--- config.mk ---
export PLATFORM = sky130hd
export DESIGN_NAME = ht_ptg_rmw
export DESIGN_NICKNAME = d
export VERILOG_FILES = /design/src/rtl/hash_table_pkg.sv /design/src/rtl/ht_ptg_modify.sv /design/src/rtl/ht_ptg_rmw.sv
export SDC_FILE = /design/constraint.sdc
export NUM_CORES = 1
export LEC_CHECK = 0
export CAP_MARGIN = 40
export CORE_AREA = 2 2 182 184
export DETAILED_ROUTE_END_ITERATION = 8
export DIE_AREA = 0 0 184 186
export HOLD_SLACK_MARGIN = 0.06
export PLACE_DENSITY = 0.8
export SETUP_SLACK_MARGIN = 0.1
export SYNTH_ARGS = -nofsm -noshare
export SYNTH_HDL_FRONTEND = slang
export SYNTH_SLANG_ARGS = --single-unit
--- constraint.sdc ---
create_clock -name clk -period 6.65 [get_ports clk]
set_input_delay 0.9975 -clock clk [delete_from_list [all_inputs] [get_ports clk]]
set_output_delay 0.9975 -clock clk [all_outputs]
set_load 0.01 [all_outputs]
--- src/rtl/hash_table_pkg.sv ---
//============================================================================
// hash_table_pkg
// Shared types for the hash-table PTG blocks: entry layout, ASID, ops.
// Revision: 1.0
//============================================================================
`default_nettype none

package hash_table_pkg;

  localparam int ASID_W    = 8;
  localparam int PAYLOAD_W = 16;

  typedef logic [ASID_W-1:0] asid_t;

  typedef struct packed {
    logic                 v;
    asid_t                asid;
    logic [PAYLOAD_W-1:0] payload;
  } ptge_t;

  localparam logic INV   = 1'b0;
  localparam logic VALID = 1'b1;

  typedef enum logic [1:0] {
    OP_WRITE    = 2'd0,
    OP_INV_ONE  = 2'd1,
    OP_INV_ASID = 2'd2,
    OP_INV_ALL  = 2'd3
  } op_e;

endpackage

`default_nettype wire

--- src/rtl/ht_ptg_modify.sv ---
//============================================================================
// ht_ptg_modify
// Combinational group update: per-entry write/match/invalidate and a count
// of entries that went from valid to invalid.
// Revision: 1.0
//============================================================================
`default_nettype none

module ht_ptg_modify
  import hash_table_pkg::*;
#(
  parameter  int NENT  = 8,
  localparam int IDX_W = $clog2(NENT),
  localparam int CNT_W = $clog2(NENT + 1)
) (
  input  ptge_t [NENT-1:0] src,
  input  op_e              op,
  input  logic [IDX_W-1:0] idx,
  input  ptge_t            dat,
  input  asid_t            asid,
  output ptge_t [NENT-1:0] dst,
  output logic             changed,
  output logic [CNT_W-1:0] inv_count
);

  logic             w_hit;
  logic [CNT_W-1:0] w_cnt;

  always_comb begin
    dst   = src;
    w_cnt = '0;
    w_hit = 1'b0;
    for (int i = 0; i < NENT; i++) begin
      w_hit = 1'b0;
      unique case (op)
        OP_WRITE:    if (IDX_W'(i) == idx) dst[i] = dat;
        OP_INV_ONE:  w_hit = (IDX_W'(i) == idx) && (src[i].v == VALID) && (src[i].asid == asid);
        OP_INV_ASID: w_hit = (src[i].v == VALID) && (src[i].asid == asid);
        OP_INV_ALL:  w_hit = (src[i].v == VALID);
        default:     w_hit = 1'b0;
      endcase
      // Only valid entries can hit, so every hit is a valid->invalid transition.
      if (w_hit) begin
        dst[i].v = INV;
        w_cnt    = w_cnt + CNT_W'(1);
      end
    end
    changed   = (op == OP_WRITE) ? 1'b1 : (w_cnt != '0);
    inv_count = w_cnt;
  end

endmodule

`default_nettype wire

--- src/rtl/ht_ptg_rmw.sv ---
//============================================================================
// ht_ptg_rmw
// Read-modify-write engine for one PTG row; optional last-written-row bypass
// enabled by macro HT_PTG_RMW_BYPASS_EN.
// Revision: 1.0
//============================================================================
`default_nettype none

module ht_ptg_rmw
  import hash_table_pkg::*;
#(
  parameter  int NENT     = 8,
  parameter  int GRP_BITS = 10,
  parameter  int RD_LAT   = 1,
  localparam int IDX_W    = $clog2(NENT),
  localparam int CNT_W    = $clog2(NENT + 1)
) (
  input  logic                clk,
  input  logic                rst,
  input  logic                req_valid,
  output logic                req_ready,
  input  logic [1:0]          req_op,
  input  logic [GRP_BITS-1:0] req_grp,
  input  logic [IDX_W-1:0]    req_idx,
  input  ptge_t               req_dat,
  input  asid_t               req_asid,
  input  logic                byp_flush,
  output logic                ena,
  output logic                wea,
  output logic [GRP_BITS-1:0] addra,
  input  ptge_t [NENT-1:0]    douta,
  output ptge_t [NENT-1:0]    dina,
  output logic                done,
  output logic                changed,
  output logic [CNT_W-1:0]    inv_count
);

  typedef enum logic [2:0] {
    S_IDLE   = 3'd0,
    S_READ   = 3'd1,
    S_WAIT   = 3'd2,
    S_MODIFY = 3'd3,
    S_WRITE  = 3'd4
  } state_t;

  localparam logic [1:0] c_wait_init = 2'(RD_LAT > 1 ? RD_LAT - 2 : 0);

  state_t              r_state;
  op_e                 r_op;
  logic [IDX_W-1:0]    r_idx;
  ptge_t               r_dat;
  asid_t               r_asid;
  logic [1:0]          r_wait_cnt;
  logic                r_ena;
  logic                r_wea;
  logic [GRP_BITS-1:0] r_addra;
  ptge_t [NENT-1:0]    r_dina;
  logic                r_done;
  logic                r_changed;
  logic [CNT_W-1:0]    r_inv_count;

  logic                w_byp_hit;
  ptge_t [NENT-1:0]    w_src;
  ptge_t [NENT-1:0]    w_dst;
  logic                w_changed;
  logic [CNT_W-1:0]    w_inv_count;

  assign req_ready = (r_state == S_IDLE) && !rst;
  assign ena       = r_ena;
  assign wea       = r_wea;
  assign addra     = r_addra;
  assign dina      = r_dina;
  assign done      = r_done;
  assign changed   = r_changed;
  assign inv_count = r_inv_count;

`ifdef HT_PTG_RMW_BYPASS_EN
  logic                r_byp_vld;
  logic                r_use_byp;
  logic [GRP_BITS-1:0] r_byp_grp;
  ptge_t [NENT-1:0]    r_byp_row;

  // A flush in the accept cycle means the table may be newer than our copy.
  assign w_byp_hit = r_byp_vld && !byp_flush && (req_grp == r_byp_grp);
  assign w_src     = r_use_byp ? r_byp_row : douta;

  always_ff @(posedge clk) begin
    if (rst) begin
      r_byp_vld <= 1'b0;
      r_use_byp <= 1'b0;
      r_byp_grp <= '0;
      r_byp_row <= '0;
    end else begin
      if (req_ready && req_valid) r_use_byp <= w_byp_hit;
      if (byp_flush) begin
        r_byp_vld <= 1'b0;
      end else if ((r_state == S_WRITE) && r_wea) begin
        r_byp_vld <= 1'b1;
        r_byp_grp <= r_addra;
        r_byp_row <= r_dina;
      end
    end
  end
`else
  logic w_unused_flush;
  assign w_unused_flush = byp_flush;
  assign w_byp_hit      = 1'b0;
  assign w_src          = douta;
`endif

  ht_ptg_modify #(.NENT(NENT)) u_modify (
    .src       (w_src),
    .op        (r_op),
    .idx       (r_idx),
    .dat       (r_dat),
    .asid      (r_asid),
    .dst       (w_dst),
    .changed   (w_changed),
    .inv_count (w_inv_count)
  );

  always_ff @(posedge clk) begin
    if (rst) begin
      r_state     <= S_IDLE;
      r_op        <= OP_WRITE;
      r_idx       <= '0;
      r_dat       <= '0;
      r_asid      <= '0;
      r_wait_cnt  <= '0;
      r_ena       <= 1'b0;
      r_wea       <= 1'b0;
      r_addra     <= '0;
      r_dina      <= '0;
      r_done      <= 1'b0;
      r_changed   <= 1'b0;
      r_inv_count <= '0;
    end else begin
      unique case (r_state)
        S_IDLE: begin
          if (req_valid) begin
            r_op    <= op_e'(req_op);
            r_idx   <= req_idx;
            r_dat   <= req_dat;
            r_asid  <= req_asid;
            r_addra <= req_grp;
            if (w_byp_hit) begin
              r_state <= S_MODIFY;
            end else begin
              r_state <= S_READ;
              r_ena   <= 1'b1;
              r_wea   <= 1'b0;
            end
          end
        end
        S_READ: begin
          r_ena <= 1'b0;
          if (RD_LAT > 1) begin
            r_state    <= S_WAIT;
            r_wait_cnt <= c_wait_init;
          end else begin
            r_state <= S_MODIFY;
          end
        end
        S_WAIT: begin
          if (r_wait_cnt == 2'd0) r_state <= S_MODIFY;
          else                    r_wait_cnt <= r_wait_cnt - 2'd1;
        end
        S_MODIFY: begin
          // Results and write strobes are registered together so they line up with done.
          r_dina      <= w_dst;
          r_changed   <= w_changed;
          r_inv_count <= w_inv_count;
          r_done      <= 1'b1;
          r_ena       <= w_changed;
          r_wea       <= w_changed;
          r_state     <= S_WRITE;
        end
        S_WRITE: begin
          r_done  <= 1'b0;
          r_ena   <= 1'b0;
          r_wea   <= 1'b0;
          r_state <= S_IDLE;
        end
        default: r_state <= S_IDLE;
      endcase
    end
  end

endmodule

`default_nettype wire
==> summary.md, run 1 <==
| Metric | Value |
|---|---|
| Top-Level Pins | `about 470` |
| Leading register cell type out of synthesis | `sky130_fd_sc_hd__dfxtp_1` |
| Clock buffer count from CTS | `29` |
| Delay of the slowest cell on the worst path | `~0.58 ns` |
| Core footprint | `between 0.03 and 0.04 mm²` |
| Type of the worst setup path | `input pin to flip-flop` |
| Area of the mapped netlist | `between 0.01 and 0.015 mm²` |
| Drt drc | `0` |
| Met1 GRT Util | `roughly a third` |
| Final routed wire length divided by cell count | `approximately 23 µm` |
| EDFF count, synth | `0` |
| Count of non-filler cells in the finished layout | `~2300` |
| CTS clk-pin slew, worst paths | `0.06 ns` |
| Clock Root Buffer | `sky130_fd_sc_hd__clkbuf_16` |
| Maximum operating frequency | `around 0.16 GHz` |
| Vertical extent of the die | `~190 µm` |
| Via count of the first global-routing pass | `between 10000 and 15000` |
| Critical Path Sink Type | `flip-flop` |
| First-pass iteration count of the detailed router | `4` |
| Placed instance count | `2226` |
| Most repeated cell in the gate-level netlist after synthesis | `sky130_fd_sc_hd__dfxtp_1` |
| Cell with the most instances on the worst path | `sky130_fd_sc_hd__ha_1` |
| Crit path max-delay cell type | `sky130_fd_sc_hd__or4_4` |
| Max-Slew Margin vs Limit | `32.11%` |
| Layout overhead on the synthesized area | `46.75%` |
| Setup repair bufs after CTS | `0` |
| Setup repair after global routing missed its margin | `no` |
| Buffer depth of the longest clock path | `3` |
| Share of final-layout standard cells stronger than drive strength 1 | `around 6%` |
| # hold bufs at CTS | `0` |
| Die Outline Area | `approximately 0.034 mm²` |
| Cells taking the most area after synthesis | `sky130_fd_sc_hd__dfxtp_1, sky130_fd_sc_hd__mux2i_1, sky130_fd_sc_hd__a211oi_1` |
| Wire length reported by the detailed router | `51760 µm` |
| Post-synthesis instance total | `1463` |
| Synth top cells by count | `sky130_fd_sc_hd__dfxtp_1, sky130_fd_sc_hd__nor2_1, sky130_fd_sc_hd__mux2i_1, sky130_fd_sc_hd__a211oi_1, sky130_fd_sc_hd__clkbuf_1` |
| Final Worst Setup Slack | `~0.56 ns` |
| Critical path data required time | `about 7.1 ns` |
| Status | `complete, no violations` |
| Final worst clock skew | `approximately 0.016 ns` |
| Final setup TNS | `0 ns` |
| NumNets Final | `around 2100` |
| Insertion delay to the later sink of the worst-skew pair | `roughly 0.57 ns` |
| Total overflow reported by the global router | `0` |
| Overall die width | `184 µm` |
| Maximum level of the CTS H-tree | `1` |
| Fraction of synthesis flops using an asynchronous set or reset pin | `0%` |
| Last weighted congestion value of the routability-driven placer | `~0.94` |
| Number of cells upsized or downsized after cts | `0` |
| Yosys Warn Count | `0` |
| Count of input and output buffers | `around 470` |
| Max Cap Viol | `0` |
| Number of distinct library cell variants in the gate-level netlist after synthesis | `63` |
| Final Cycle Share | `about 92%` |
| Clock tree from TritonCTS | `yes` |
| Net Count, Synth | `~1700` |
| Total Power Consumption | `roughly 5 mW` |
| Maximum resistive drop on vdd | `around 190 µV` |
| Average via count per standard cell | `approximately 5.5` |
| HPWL after detailed placement | `roughly 38000 µm` |
| Final count of negative-setup-slack endpoints | `0` |
| Setup WS pre-CTS | `0.08258 ns` |
| Number of filler instances in the final layout | `2806` |
| Largest net degree at the start of global routing | `~230` |
| Kind of cell adding the most delay to the critical path | `simple AND/OR/NAND/NOR gates` |
| Overall Global Routing Usage | `approximately 29%` |
| Bufs and invs on worst path | `5` |
| Initial core utilization | `39.96%` |
| Global-route wire length before repair | `73890 µm` |
| Number of antenna violations at the first check in global routing | `3` |
| Ratio of total power to cell area | `roughly 270 mW/mm²` |
| Startpoint kind of the worst setup timing path | `input pin` |
| Average size of a mapped cell | `8.797 µm²` |
| Final hold violations | `0` |
| Arrival @ worst endpoint | `between 6 and 7 ns` |
| Sinks on Clock Net | `261` |
| Total via count in the routed design | `12460` |
| GRT Max-Usage Layer | `met2` |
| Pins Over Slew Limit | `0` |
| Sequential area share after synthesis | `between 40% and 50%` |
| Final period demand of the worst path | `6.091 ns` |
| Leak pwr | `a little over 7 nW` |
| Worst-margin pin slew | `slightly above 1 ns` |
| Final core area utilization | `approximately 59%` |
| Synthesized flop and latch total | `~260` |
| CP Max Fanout | `10` |
| Yosys top cell area share | `about two fifths` |
| Number of nets with antenna violations after routing | `0` |
| Worst hold path class | `flip-flop to flip-flop` |
| Top cell type by total area after synthesis | `sky130_fd_sc_hd__dfxtp_1` |
| Met3 Usage GRT | `under 10%` |
| Global-route met2 utilization | `49.31%` |
| Number of standard-cell rows in the floorplan | `66` |
| Iter 0 DRT Violations | `~950` |
[worst paths after layout]
path             start  endpoint  slack [ns]  cells after the start
max reg2reg    r_op[0]       wea        0.70                     28
min           addra[8]  addra[8]        0.45                      2
min reg2reg   addra[8]  addra[8]        0.45                      2
max          douta[24]       wea        0.56                     27
[registers in the layout, summed over array words and instances, names as in the netlist]
name / cells
dina: 200
r_dat: 25
addra: 10
r_asid: 8
inv_count: 4
r_idx: 3
r_state: 3
r_op: 2
r_wait_cnt: 2
changed: 1
done: 1
ena: 1
wea: 1
[cell type report]
class	instances	area, µm²	area share (%)
clock inverters	11	155.1	0.8215
inverters	16	60.06	0.3180
flip-flops and latches	261	5225	27.66
diodes	4	10.01	0.05300
repair buffers	504	5051	26.74
clock buffers	42	844.6	4.472
well taps	408	510.5	2.703
multi-input cells	1037	7030	37.22
[cell usage in the layout, fill, tap and decap left out, types with 16 or more instances in the layout]
master / synthesis / final
sky130_fd_sc_hd__buf_4: 4 / 29
sky130_fd_sc_hd__nor2_1: 215 / 214
sky130_fd_sc_hd__a21oi_1: 66 / 66
sky130_fd_sc_hd__clkdlybuf4s50_1: 0 / 468
sky130_fd_sc_hd__dfxtp_1: 261 / 261
sky130_fd_sc_hd__a211oi_1: 198 / 198
sky130_fd_sc_hd__nand3_1: 17 / 16
sky130_fd_sc_hd__nand2_1: 126 / 125
sky130_fd_sc_hd__mux2i_1: 200 / 200
sky130_fd_sc_hd__clkbuf_16: 0 / 29
sky130_fd_sc_hd__xnor2_1: 60 / 60
[stage by stage]
step	cell area (µm²)	hold WS (ns)
6_report	18890	0.4532
5_1_grt	18880	0.4717
4_1_cts	18880	0.4547
3_5_place_dp	17880	0.4474
3_3_place_gp	17760	0.4408
2_1_floorplan	12870	0.4536
[power by group]
group          internal (mW)  leakage, nW  switching, mW  total [mW]
clock                   1.00        0.491          0.686        1.69
combinational          0.700         4.49          0.683        1.38
sequential              1.74         2.12          0.206        1.95
[worst min-delay path, cell delays in order (launching register included)]
cell and delay (ns):
sky130_fd_sc_hd__dfxtp_1 0.31, sky130_fd_sc_hd__nand2_1 0.05, sky130_fd_sc_hd__a21oi_1 0.05
[cells by family after synthesis]
family          after synthesis  share of synthesized area, %
simple gates                437                         14.64
compound gates              309                         17.11
flops                       261                         40.60
mux                         202                         15.73
buf+inv                     165                         5.055
xor+xnor                     77                         5.697
fa+ha+maj                    12                         1.167
[per-layer routing]
layer	share of wire, %	vias up	wire [µm]
met2	48	524	24790
met3	7.9	103	4091
li1	-	5968	-
met5	0	-	0
met4	4.2	0	2185
met1	40	5863	20700
Note: power is estimated with default switching activity, not from simulation.
==> inputs of run 2 (changes only) <==
--- a/config.mk
+++ b/config.mk
@@ -6,11 +6,11 @@
 export NUM_CORES = 1
 export LEC_CHECK = 0
 export CAP_MARGIN = 40
-export CORE_AREA = 2 2 182 184
+export CORE_AREA = 2 2 183 185
 export DETAILED_ROUTE_END_ITERATION = 8
-export DIE_AREA = 0 0 184 186
+export DIE_AREA = 0 0 185 187
 export HOLD_SLACK_MARGIN = 0.06
-export PLACE_DENSITY = 0.8
+export PLACE_DENSITY = 0.79
 export SETUP_SLACK_MARGIN = 0.1
 export SYNTH_ARGS = -nofsm -noshare
 export SYNTH_HDL_FRONTEND = slang
==> run 2 against run 1 <==
  * Critical path depth fell by 1
  * Hold slack lost 0.00055 ns
  * Sequential power is essentially flat
  * Register-to-register slack better by 0.13 ns
  * Setup slack better by 0.084 ns
  * Wire length is 0.12% higher
  * Maximum frequency increased by 1.4%
  * Final cell count is 1.8% higher
==> summary.md, run 2 (synthesis gave the netlist of run 1 again) <==
| Metric | Value |
|---|---|
| Insertion delay to the later sink of the worst-skew pair | `0.55 ns (-0.02 ns)` |
| Via count of the first global-routing pass | `12090 (+1.8%)` |
| Setup WS pre-CTS | `0.1334 ns (+0.05080 ns)` |
| Maximum operating frequency | `0.1665 GHz (+1.4%)` |
| Final count of negative-setup-slack endpoints | `0 (unchanged)` |
| Worst r2r path cells | `27 (-3.6%)` |
| Initial core utilization | `39.16% (-0.80 points)` |
| Total via count in the routed design | `12570 (+0.87%)` |
| First-pass iteration count of the detailed router | `5 (+1)` |
| Buffer depth of the longest clock path | `3 (unchanged)` |
| Number of cells upsized or downsized after cts | `0 (unchanged)` |
| Share of final-layout standard cells stronger than drive strength 1 | `5.662% (-0.16 points)` |
| Maximum resistive drop on vdd | `176.6 µV (-7.6%)` |
| Overall Global Routing Usage | `28.75% (about the same)` |
| Clock tree from TritonCTS | `yes` |
| CTS clk-pin slew, worst paths | `0.06 ns (about the same)` |
| Iter 0 DRT Violations | `880 (-7.3%)` |
| Worst hold endpoint | `addra[2]` |
| Hold_sp | `addra[2]` |
| Maximum level of the CTS H-tree | `1 (unchanged)` |
| Startpoint kind of the worst setup timing path | `input pin` |
| Critical path data required time | `7.06 ns (about the same)` |
| Final worst clock skew | `0.01113 ns (-0.004510 ns)` |
| Top-Level Pins | `471 (unchanged)` |
| Setup repair after global routing missed its margin | `no` |
| Type of the worst setup path | `input pin to flip-flop` |
| Global-route wire length before repair | `75520 µm (+2.2%)` |
| Clock buffer count from CTS | `28 (-3.4%)` |
| Worst hold path class | `flip-flop to flip-flop` |
| Wire length reported by the detailed router | `51820 µm (+0.12%)` |
| HPWL after detailed placement | `38580 µm (+1.6%)` |
| Leak pwr | `7.082 nW (-0.22%)` |
| Final hold violations | `0 (unchanged)` |
| Final setup TNS | `0 ns (unchanged)` |
| # hold bufs at CTS | `0 (unchanged)` |
| Arrival @ worst endpoint | `6.42 ns (-0.08 ns)` |
| Final Cycle Share | `90.33% (-1.3 points)` |
| Delay of the slowest cell on the worst path | `0.59 ns (about the same)` |
| Reg2Reg Launch Point | `r_op[0]` |
| Count of input and output buffers | `469 (unchanged)` |
| Max Cap Viol | `0 (unchanged)` |
| Number of nets with antenna violations after routing | `0 (unchanged)` |
| Crit path max-delay cell type | `sky130_fd_sc_hd__or4_4` |
| Final routed wire length divided by cell count | `22.29 µm (-1.7%)` |
| Overall die width | `185 µm (+0.54%)` |
| Sinks on Clock Net | `261 (unchanged)` |
| Number of antenna violations at the first check in global routing | `5 (+2)` |
| Reg-to-reg setup timing slack | `0.83 ns (+0.13 ns)` |
| Max FFs per register | `200 (unchanged)` |
| Final Worst Setup Slack | `0.6427 ns (+0.08415 ns)` |
| Ratio of total power to cell area | `257.5 mW/mm² (-3.1%)` |
| Status | `complete, no violations` |
| Die Outline Area | `0.03460 mm² (+1.1%)` |
| Critical Path Sink Type | `flip-flop` |
| Largest net degree at the start of global routing | `224 (-1.3%)` |
| Last weighted congestion value of the routability-driven placer | `0.9524 (+1.5%)` |
| Worst Hold Depth | `2 (unchanged)` |
| Most frequent standard cell in the layout excluding fill and tap cells | `sky130_fd_sc_hd__clkdlybuf4s50_1` |
| Cell with the most instances on the worst path | `sky130_fd_sc_hd__ha_1` |
| Clock Root Buffer | `sky130_fd_sc_hd__clkbuf_16` |
| Setup repair bufs after CTS | `0 (unchanged)` |
| Core footprint | `0.03286 mm² (+2.0%)` |
| Total overflow reported by the global router | `0 (unchanged)` |
| Worst r2r dst | `ena` |
| Commonest cells after routing, fill and taps aside | `sky130_fd_sc_hd__clkdlybuf4s50_1, sky130_fd_sc_hd__dfxtp_1, sky130_fd_sc_hd__nor2_1` |
| Vertical extent of the die | `187 µm (+0.54%)` |
| CP Max Fanout | `3 (-7)` |
| Pins Over Slew Limit | `0 (unchanged)` |
| Max-Slew Margin vs Limit | `36.33% (+4.2 points)` |
| Average via count per standard cell | `5.405 (-0.96%)` |
| Kind of cell adding the most delay to the critical path | `simple AND/OR/NAND/NOR gates` |
| NumNets Final | `2121 (+0.38%)` |
| Bufs and invs on worst path | `4 (-1)` |
| Worst-margin pin slew | `0.9551 ns (-0.06332 ns)` |
| Number of standard-cell rows in the floorplan | `67 (+1.5%)` |
| Final core area utilization | `57.50% (-1.1 points)` |
| Drt drc | `0 (unchanged)` |
| Layout overhead on the synthesized area | `46.83% (about the same)` |
| Worst hold margin | `0.4527 ns (-0.0005500 ns)` |
| Final period demand of the worst path | `6.007 ns (-0.08415 ns)` |
[run 2: cell types whose count changed in the layout (fill, tap and decap cells not counted), moves of 3 or more]
cell	before	now
sky130_fd_sc_hd__clkbuf_8	8	4
sky130_fd_sc_hd__buf_4	29	37
sky130_fd_sc_hd__clkinv_2	4	1
sky130_fd_sc_hd__clkbuf_1	6	10
[run 2: worst min-delay path: cells and delay by family (launching register included)]
family | cells | cell delay [ns]
DFF | 1 | 0.30
and+or+nand+nor | 1 | 0.05
AOI/OAI and AO/OA | 1 | 0.05
[run 2: power breakdown]
part           total, mW  internal [mW]  switching, mW
Sequential          1.95           1.74          0.208
Combinational       1.39          0.702          0.686
Clock               1.53          0.899          0.627
Total               4.87           3.35           1.52
[run 2: how the worst max path moves through the flow]
stage | from | end | slack, ns | cells after the start
after floorplan | douta[24] | changed | 0.97 | 25
after global placement | douta[24] | changed | 0.16 | 26
after detailed placement | douta[24] | ena | 0.13 | 26
after CTS | douta[24] | ena | 0.68 | 26
after global routing | douta[24] | ena | 0.33 | 26
final | douta[24] | ena | 0.64 | 26
[run 2: per-stage QoR]
step	area, µm²	power, mW	instances
after floorplan	12870	2.612	1463
after global placement	17860	3.304	2268
after detailed placement	18010	3.359	2275
after CTS	18880	4.882	2320
after global routing	18900	5.072	2325
final	18900	4.867	2325
[run 2: metal layers]
layer / vias up / GRT usage (%) / routed length [µm]
li1: 5977 / - / -
met1: 5882 / 35.01 / 20630
met2: 581 / 47.34 / 24270
met3: 126 / 7.107 / 4333
met4: 0 / 13.77 / 2589
met5: - / 0 / 0
[run 2: final cells by class]
cell class	instances	area (µm²)
diodes	5	12.51
clock buffers	42	804.5
clock inverters	3	65.06
fillers	2929	13960
inverters	16	60.06
multi-input cells	1037	7030
flip-flops and latches	261	5225
well taps	448	560.5
repair buffers	513	5139
